==> config.mk <==
export PLATFORM = sky130hd
export DESIGN_NAME = mmio_arbiter
export DESIGN_NICKNAME = d
export VERILOG_FILES = /design/src/rtl/mmio_pkg.sv /design/src/rtl/mmio_arbiter_rr_arb2.sv /design/src/rtl/mmio_arbiter.sv
export SDC_FILE = /design/constraint.sdc
export NUM_CORES = 1
export LEC_CHECK = 0
export CORE_AREA = 2 2 129 131
export CTS_CLUSTER_SIZE = 14
export DETAILED_ROUTE_END_ITERATION = 7
export DIE_AREA = 0 0 131 133
export HOLD_SLACK_MARGIN = 0.03
export PLACE_DENSITY_LB_ADDON = 0.3
export SLEW_MARGIN = 20
export SYNTH_ARGS = -nofsm -noshare
export SYNTH_HDL_FRONTEND = slang
export SYNTH_SLANG_ARGS = --single-unit
export TNS_END_PERCENT = 20
==> constraint.sdc <==
create_clock -name clock -period 2 [get_ports clock]
set_input_delay 0.4 -clock clock [delete_from_list [all_inputs] [get_ports clock]]
set_output_delay 0.4 -clock clock [all_outputs]
set_load 0.02 [all_outputs]
==> src/rtl/mmio_pkg.sv <==
// Shared types for the MMIO request/response bus and the two-port arbiter.
package mmio_pkg;

  typedef struct packed {
    logic        is_cached;
    logic        is_aligned;
    logic [31:0] addr;
    logic [1:0]  len;
    logic [31:0] data;
    logic        func;
    logic [3:0]  strb;
  } mmio_req_t;

  localparam logic MMIO_RD = 1'b0;
  localparam logic MMIO_WR = 1'b1;

  typedef enum logic [1:0] {
    IDLE = 2'd0,
    REQ  = 2'd1,
    RESP = 2'd2
  } arb_state_e;

endpackage

==> src/rtl/mmio_arbiter_rr_arb2.sv <==
// Two-way combinational arbiter: one-hot grant from request vector and previous winner.
module rr_arb2 (
  input  logic [1:0] req,
  input  logic       last_grant,
  input  logic       fixed_prio,
  output logic [1:0] grant
);

  always_comb begin
    grant = 2'b00;
    case (req)
      2'b01:   grant = 2'b01;
      2'b10:   grant = 2'b10;
      // On a tie, in0 wins when fixed or when in1 had the last turn.
      2'b11:   grant = (fixed_prio || last_grant) ? 2'b01 : 2'b10;
      default: grant = 2'b00;
    endcase
  end

endmodule

==> src/rtl/mmio_arbiter.sv <==
// Merges two MMIO requesters onto one device port with a single outstanding transaction.
//   state | meaning
//   IDLE  | no transaction held, arbitrating between in0/in1
//   REQ   | latched request presented on out_req
//   RESP  | device response routed to the granted requester
module mmio_arbiter
  import mmio_pkg::*;
#(
  parameter int FIXED_PRIO = 0
) (
  input  logic        clock,
  input  logic        reset,

  input  logic        in0_req_valid,
  output logic        in0_req_ready,
  input  logic        in0_req_bits_is_cached,
  input  logic        in0_req_bits_is_aligned,
  input  logic [31:0] in0_req_bits_addr,
  input  logic [1:0]  in0_req_bits_len,
  input  logic [31:0] in0_req_bits_data,
  input  logic        in0_req_bits_func,
  input  logic [3:0]  in0_req_bits_strb,
  output logic        in0_resp_valid,
  input  logic        in0_resp_ready,
  output logic [31:0] in0_resp_bits_data,

  input  logic        in1_req_valid,
  output logic        in1_req_ready,
  input  logic        in1_req_bits_is_cached,
  input  logic        in1_req_bits_is_aligned,
  input  logic [31:0] in1_req_bits_addr,
  input  logic [1:0]  in1_req_bits_len,
  input  logic [31:0] in1_req_bits_data,
  input  logic        in1_req_bits_func,
  input  logic [3:0]  in1_req_bits_strb,
  output logic        in1_resp_valid,
  input  logic        in1_resp_ready,
  output logic [31:0] in1_resp_bits_data,

  output logic        out_req_valid,
  input  logic        out_req_ready,
  output logic        out_req_bits_is_cached,
  output logic        out_req_bits_is_aligned,
  output logic [31:0] out_req_bits_addr,
  output logic [1:0]  out_req_bits_len,
  output logic [31:0] out_req_bits_data,
  output logic        out_req_bits_func,
  output logic [3:0]  out_req_bits_strb,
  input  logic        out_resp_valid,
  output logic        out_resp_ready,
  input  logic [31:0] out_resp_bits_data
);

  arb_state_e state_q, state_d;
  logic       grant_q, grant_d;
  logic       last_grant_q, last_grant_d;
  mmio_req_t  req_q, req_d;

  mmio_req_t  in0_bits, in1_bits, out_bits;
  logic [1:0] arb_gnt;
  logic       in_idle, in_req, in_resp, sel_resp_ready;

  assign in0_bits = '{is_cached: in0_req_bits_is_cached, is_aligned: in0_req_bits_is_aligned,
                      addr: in0_req_bits_addr, len: in0_req_bits_len, data: in0_req_bits_data,
                      func: in0_req_bits_func, strb: in0_req_bits_strb};
  assign in1_bits = '{is_cached: in1_req_bits_is_cached, is_aligned: in1_req_bits_is_aligned,
                      addr: in1_req_bits_addr, len: in1_req_bits_len, data: in1_req_bits_data,
                      func: in1_req_bits_func, strb: in1_req_bits_strb};

  rr_arb2 u_arb (
    .req        ({in1_req_valid, in0_req_valid}),
    .last_grant (last_grant_q),
    .fixed_prio (FIXED_PRIO != 0),
    .grant      (arb_gnt)
  );

  // Every handshake output is qualified by reset so nothing leaks while it is held low.
  assign in_idle        = reset && (state_q == IDLE);
  assign in_req         = reset && (state_q == REQ);
  assign in_resp        = reset && (state_q == RESP);
  assign sel_resp_ready = grant_q ? in1_resp_ready : in0_resp_ready;

  always_comb begin
    state_d      = state_q;
    grant_d      = grant_q;
    last_grant_d = last_grant_q;
    req_d        = req_q;
    case (state_q)
      IDLE: begin
        if (arb_gnt != 2'b00) begin
          grant_d      = arb_gnt[1];
          last_grant_d = arb_gnt[1];
          req_d        = arb_gnt[1] ? in1_bits : in0_bits;
          state_d      = REQ;
        end
      end
      REQ:     if (out_req_ready) state_d = RESP;
      RESP:    if (out_resp_valid && sel_resp_ready) state_d = IDLE;
      default: state_d = IDLE;
    endcase
  end

  always_ff @(posedge clock) begin
    if (!reset) begin
      state_q      <= IDLE;
      grant_q      <= 1'b0;
      last_grant_q <= 1'b1;
      req_q        <= '0;
    end else begin
      state_q      <= state_d;
      grant_q      <= grant_d;
      last_grant_q <= last_grant_d;
      req_q        <= req_d;
    end
  end

  assign in0_req_ready = in_idle && arb_gnt[0];
  assign in1_req_ready = in_idle && arb_gnt[1];

  assign out_bits                = reset ? req_q : '0;
  assign out_req_valid           = in_req;
  assign out_req_bits_is_cached  = out_bits.is_cached;
  assign out_req_bits_is_aligned = out_bits.is_aligned;
  assign out_req_bits_addr       = out_bits.addr;
  assign out_req_bits_len        = out_bits.len;
  assign out_req_bits_data       = out_bits.data;
  assign out_req_bits_func       = out_bits.func;
  assign out_req_bits_strb       = out_bits.strb;

  assign in0_resp_valid     = in_resp && !grant_q && out_resp_valid;
  assign in1_resp_valid     = in_resp &&  grant_q && out_resp_valid;
  assign in0_resp_bits_data = (in_resp && !grant_q) ? out_resp_bits_data : 32'h0;
  assign in1_resp_bits_data = (in_resp &&  grant_q) ? out_resp_bits_data : 32'h0;
  assign out_resp_ready     = in_resp && sel_resp_ready;

endmodule
==> results of run 1 <==
## worst max-delay path, delay by kind of cell (launching register included)
| kind | cells | cell delay, ns |
|---|---|---|
| buffers and inverters | 2 | 0.44 |
| DFF | 1 | 0.31 |
| and+or+nand+nor | 3 | 0.55 |
## layer usage
metal / GRT usage, % / part of all wire, %
met1: 24.9 / 40
met2: 35.7 / 50
met3: 6.31 / 7.8
met4: 7.15 / 2.2
met5: 0 / 0
## worst min path at each step
stage,cells past startpoint,startpoint,endpoint
after floorplan,2,req_q[39],req_q[39]
after global placement,2,req_q[40],req_q[40]
after detailed placement,2,req_q[40],req_q[40]
after CTS,2,req_q[40],req_q[40]
after global routing,2,req_q[46],req_q[46]
final,2,req_q[40],req_q[40]
## cells in the final DEF (no fill, tap or decap), drive strengths merged, types with 2 or more instances in the layout
cell type      count
a311oi            73
inv                5
nor2               5
clkdlybuf4s50    191
buf               66
clkdlybuf4s15     11
dlygate4sd2       65
and2             140
dlymetal6s2s       2
nor3b              2
a21oi             73
clkinv             2
clkbuf            38
dfxtp             77
nand2            147
## where the power goes
part	switching (W)	total [W]	internal [W]
Combinational	0.000899	0.00181	0.000912
Clock	0.000715	0.00170	0.000985
Sequential	0.0000859	0.00182	0.00173
## metrics by stage
step / setup slack [ns] / total power (W) / area (um^2)
floorplan: 0.340 / 0.00287 / 4840
global placement: -0.312 / 0.00374 / 8450
detailed placement: -0.360 / 0.00376 / 8450
CTS: -0.130 / 0.00542 / 8690
global route: -0.128 / 0.00562 / 8470
finish: -0.0198 / 0.00533 / 8470
## cells by family (layout without fill, tap and decap cells)
family / count (synthesis) / in the layout / share of synthesized area [%]
flops: 77 / 77 / 31.9
simple gates: 302 / 302 / 31.5
buf+inv: 64 / 382 / 6.99
compound gates: 152 / 152 / 29.4
mux: 1 / 1 / 0.207
## registers in the layout, summed over array words and instances, names as in the netlist
| signal | flops |
|---|---|
| req_q | 73 |
| grant_q | 1 |
| state_q | 2 |
| last_grant_q | 1 |
## layout make-up
cell class	count	share of cell area (%)
multi-input cells	455	35.2
flip-flops and latches	77	18.2
well taps	220	3.25
inverters	2	0.118
clock buffers	9	2.66
clock inverters	7	0.946
repair buffers	364	39.6
## what timing repair did
item	CTS	global route
endpoints found under the hold margin	0	0
gates resized for setup	201	95
gates cloned	0	0
setup endpoints to repair	129	68
==> flow_summary_export.csv, run 1 <==
group,metric,value,unit
placement,place_hpwl,13700,um
finish,nets,1095,
critical_path,reg2reg_from,"state_q[1]",
synth,synthesis.nets,782,
synth,synthArstFlopShare,0,%
finish,regArea,1540,um^2
grt,grt_antenna_before_repair,0,
timing,whs,0.510,ns
clocking,clockBufferDepth,2,
critical_path,crit_type,"register to primary output",
critical_path,worst-endpoint-arrival,1.62,ns
synth,ys_seq_area_share,31.9,%
routing,routed_wl,18700,um
critical_path,r2r_cells,6,
status,violations,"negative setup slack",
clocking,root_buffer,"clkbuf_16",
finish,multi_input_area,2980,um^2
finish,nFillCells,1579,
grt,grt.overflow.total,0,
finish,utilization,52.3,%
finish,area_delta_synth_final,75.1,%
status,status,"complete, but fails checks",
synth,yosysUniqueCellTypes,30,
synth,synth_top_area_share,31.9,%
placement,port_buffers,328,
critical_path,crit_path_cell_trace,"nand3b_1 > nor2_2 > buf_6 > and2_1 > clkdlybuf4s15_2",
synth,synth.most_common_cell,"nand2_1",
die,die_h,133,um
timing,fmax,495,MHz
clocking,cts.sinks,77,
critical_path,cp.required,1.60,ns
placement,placedCellCount,1118,
clocking,hold_buffers,0,
routing,avgRoutedWirePerCell,16.5,um
routing,drt_iter0_markers,232,
synth,ys_ff_latch,77,
critical_path,crit_fanout,12,
timing,fin_crit_sh,101,%
grt,grt_util_all_layers,21.0,%
die,fp.dieW,131,um
placement,gp_congestion,0.773,
finish,diodes,0,
timing,setup_viol,5,
critical_path,regToRegEndpoint,"req_q[31]",
finish,stdcell_count,1134,
die,num_rows,47,
timing,max_slew_margin,59.8,%
synth,syn_avg_cell_area,8.11,um^2
critical_path,critPathSlowestCell,"dfxtp_1",
timing,grt_setup_unrepaired,"true",
clocking,clock_latency,0.34,ns
critical_path,slowest_delay,0.31,ns
clocking,cts_setup_buffers,0,
timing,timing_hold_violations_final,0,
grt,grt_pass1_vias,5320,
timing,layout_min_cycle_time,2.02,ns
synth,synth_edf_count,0,
timing,finalSetupTns,-0.0464,ns
pwr,p_leak,3.67,nW
clocking,cts_tree,"built",
synth,synth_warnings,0,
hold_path,hp-class,"register to register",
die,ios,329,
finish,drive_gt1_share,20.6,%
die,coreArea,16200,um^2
synth,syn_area,4840,um^2
critical_path,cp-startpoint,"state_q[0]",
critical_path,startpoint_type,"register",
clocking,htreeDepth,3,
routing,drc,0,
grt,grt_pass1_wl,28400,um
timing,drv_slew,0,
pwr,peakVddDrop,410,uV
die,die_area,17400,um^2
routing,dr.pass1.iters,5,
critical_path,crit_path_end,"in0_resp_bits_data[30]",
timing,worst_pin_slew,0.603,ns
synth,yosys-top-cells-area,"dfxtp_1 32%, a311oi_2 18%, and2_1 18%",
synth,netlist_instances,596,
timing,finalWorstSetupSlack,-0.0198,ns
die,initial_core_util,29.9,%
routing,antenna_left,0,
synth,synth_largest_area_cell,"dfxtp_1",
critical_path,r2r_slack,0.30,ns
clocking,cts_buffers,9,
synth,synth_common_cells,"147 x nand2_1, 140 x and2_1, 77 x dfxtp_1",
critical_path,crit_path_end_kind,"primary output",
routing,vias,5463,
grt,grt_max_degree,44,
timing,fin_skew,0.0107,ns
pwr,p_per_area,629,nW/um^2
clocking,clk_pin_slew_worst_paths,0.06,ns
synth,ys.flop_type,"dfxtp_1",
routing,routed_via_density,4.82,
run,max-cap-violations,0,
No activity file was read; power rests on OpenSTA's default activity.
==> run 2: changes to the inputs <==
Settings changed: CAP_MARGIN set to 20.
==> results of run 2 <==
The final DEF is identical to that of run 1; final timing and power are the same.
==> run 3: changes to the inputs <==
Settings changed: REMOVE_ABC_BUFFERS set to 1.
==> flow_summary_export.csv, run 3 (synthesis results as in run 1) <==
group,metric,value,unit
hold_path,hp-class,"register to register",
routing,avgRoutedWirePerCell,16.9,um
pwr,fin_total_pwr,0.00523,W
die,ios,329,
clocking,cts.sinks,77,
placement,placed_area,8470,um^2
routing,routed_via_density,4.82,
timing,finalWorstSetupSlack,-0.0223,ns
routing,routed_wl,19200,um
timing,timing_hold_violations_final,0,
pwr,peakVddDrop,346,uV
die,die_h,133,um
status,violations,"negative setup slack",
timing,layout_min_cycle_time,2.02,ns
routing,antenna_left,0,
grt,grt_antenna_before_repair,0,
status,status,"complete, but fails checks",
critical_path,crit_path_end_kind,"primary output",
die,num_rows,47,
routing,drt_iter0_markers,236,
critical_path,worst-endpoint-arrival,1.62,ns
routing,drc,0,
finish,reg_top3,"req_q: 73 flops, state_q: 2 flops",
clocking,clockBufferDepth,2,
placement,place_hpwl,13100,um
timing,worst_pin_slew,0.571,ns
run,max-cap-violations,0,
die,die_area,17400,um^2
finish,multi_input_area,3020,um^2
die,fp.dieW,131,um
critical_path,crit_fanout,3,
routing,dr.pass1.iters,4,
timing,fmax,494,MHz
placement,gp_congestion,0.783,
finish,area_delta_synth_final,79.1,%
timing,drv_slew,0,
finish,final_common_cell,"clkdlybuf4s50_1",
finish,drive_gt1_share,22.5,%
grt,grt.overflow.total,0,
timing,fin_crit_sh,101,%
die,coreArea,16200,um^2
clocking,cts_tree,"built",
grt,grt_pass1_wl,27900,um
finish,regArea,1540,um^2
pwr,p_per_area,604,nW/um^2
finish,largest_reg_flops,73,
finish,regMostFlops,"req_q",
clocking,cts_buffers,9,
finish,nFillCells,1591,
finish,nets,1096,
critical_path,cp.required,1.60,ns
clocking,root_buffer,"clkbuf_16",
placement,port_buffers,328,
timing,max_slew_margin,61.9,%
finish,final_area,8660,um^2
grt,grt_util_all_layers,20.4,%
clocking,clk_pin_slew_worst_paths,0.06,ns
timing,setup_viol,1,
clocking,clock_latency,0.34,ns
finish,final_cell_mix,"185 x clkdlybuf4s50_1, 147 x nand2_1, 125 x and2_1",
routing,vias,5467,
grt,grt_pass1_vias,5174,
timing,fin_skew,0.0114,ns
critical_path,startpoint_type,"input port",
clocking,htreeDepth,3,
die,initial_core_util,29.9,%
grt,grt_max_degree,77,
timing,grt_setup_unrepaired,"true",
critical_path,crit_type,"input port to primary output",
finish,diodes,0,
pwr,p_leak,3.78,nW
[run 3: cell types whose count changed in the layout (fill, tap and decap cells not counted), moves of 3 or more]
| cell | previous run | this run |
|---|---|---|
| buf_2 | 19 | 30 |
| and2_4 | 1 | 15 |
| clkdlybuf4s50_1 | 191 | 185 |
| dlygate4sd2_1 | 65 | 72 |
| buf_12 | 9 | 14 |
| buf_6 | 5 | 31 |
| clkdlybuf4s15_2 | 9 | 0 |
| clkbuf_2 | 29 | 1 |
| buf_4 | 33 | 30 |
| and2_1 | 139 | 125 |
[run 3: per-stage QoR]
stage / util (%) / hold slack (ns) / setup TNS (ns) / instances / worst slack, ns
CTS: 51.7 / 0.518 / -0.0809 / 1130 / -0.0809
global placement: 52.4 / 0.505 / -27.14 / 1112 / -0.254
global route: 53.5 / 0.540 / -1.01 / 1135 / -0.0753
floorplan: - / 0.491 / -190.00 / 534 / -2.54
finish: 53.5 / 0.514 / -0.0223 / 1135 / -0.0223
detailed placement: 52.4 / 0.510 / -27.12 / 1112 / -0.260
[run 3: critical path, cell delays in order]
cell	delay [ns]
clkdlybuf4s50_1	0.50
buf_4	0.12
a21boi_4	0.25
and3_1	0.20
buf_4	0.15
[run 3: area by class of cell]
| type | count | area share [%] |
|---|---|---|
| Clock inverter | 6 | 0.448 |
| Multi-Input combinational cell | 455 | 34.9 |
| Clock buffer | 10 | 2.64 |
| Sequential cell | 77 | 17.8 |
| Tap cell | 220 | 3.18 |
| Inverter | 2 | 0.116 |
| Timing Repair Buffer | 365 | 40.9 |
[run 3: final timing paths]
| check | from | to | slack [ns] | cells after the start |
|---|---|---|---|---|
| worst max-delay path | in1_req_valid | in1_req_ready | -0.02 | 5 |
| worst min-delay path | req_q[50] | req_q[50] | 0.51 | 2 |
| worst max register to register | state_q[0] | req_q[43] | 0.49 | 6 |
| worst min register to register | req_q[50] | req_q[50] | 0.51 | 2 |
[run 3: report_power, final]
part	switching (W)	total [W]	internal, W
combinational	0.000936	0.00188	0.000945
clock	0.000684	0.00152	0.000840
sequential	0.0000943	0.00183	0.00173
total	0.00171	0.00523	0.00352
[run 3: timing repair]
action                                  CTS  global route
pin swaps                                 1             5
buffers inserted                          1             2
gates cloned                              1             3
hold buffers                              0             0
endpoints found under the setup margin  141            68
resized for setup                       345            83
[run 3: metal layers]
| layer | vias to the layer above | wire [um] | track usage [%] | share of wire (%) |
|---|---|---|---|---|
| met3 | 21 | 2130 | 8.61 | 11 |
| li1 | 2685 | - | - | - |
| met2 | 246 | 9550 | 35.8 | 50 |
| met1 | 2515 | 7200 | 22.3 | 37 |
| met4 | 0 | 337 | 5.56 | 1.8 |
| met5 | - | 0 | 0 | 0 |
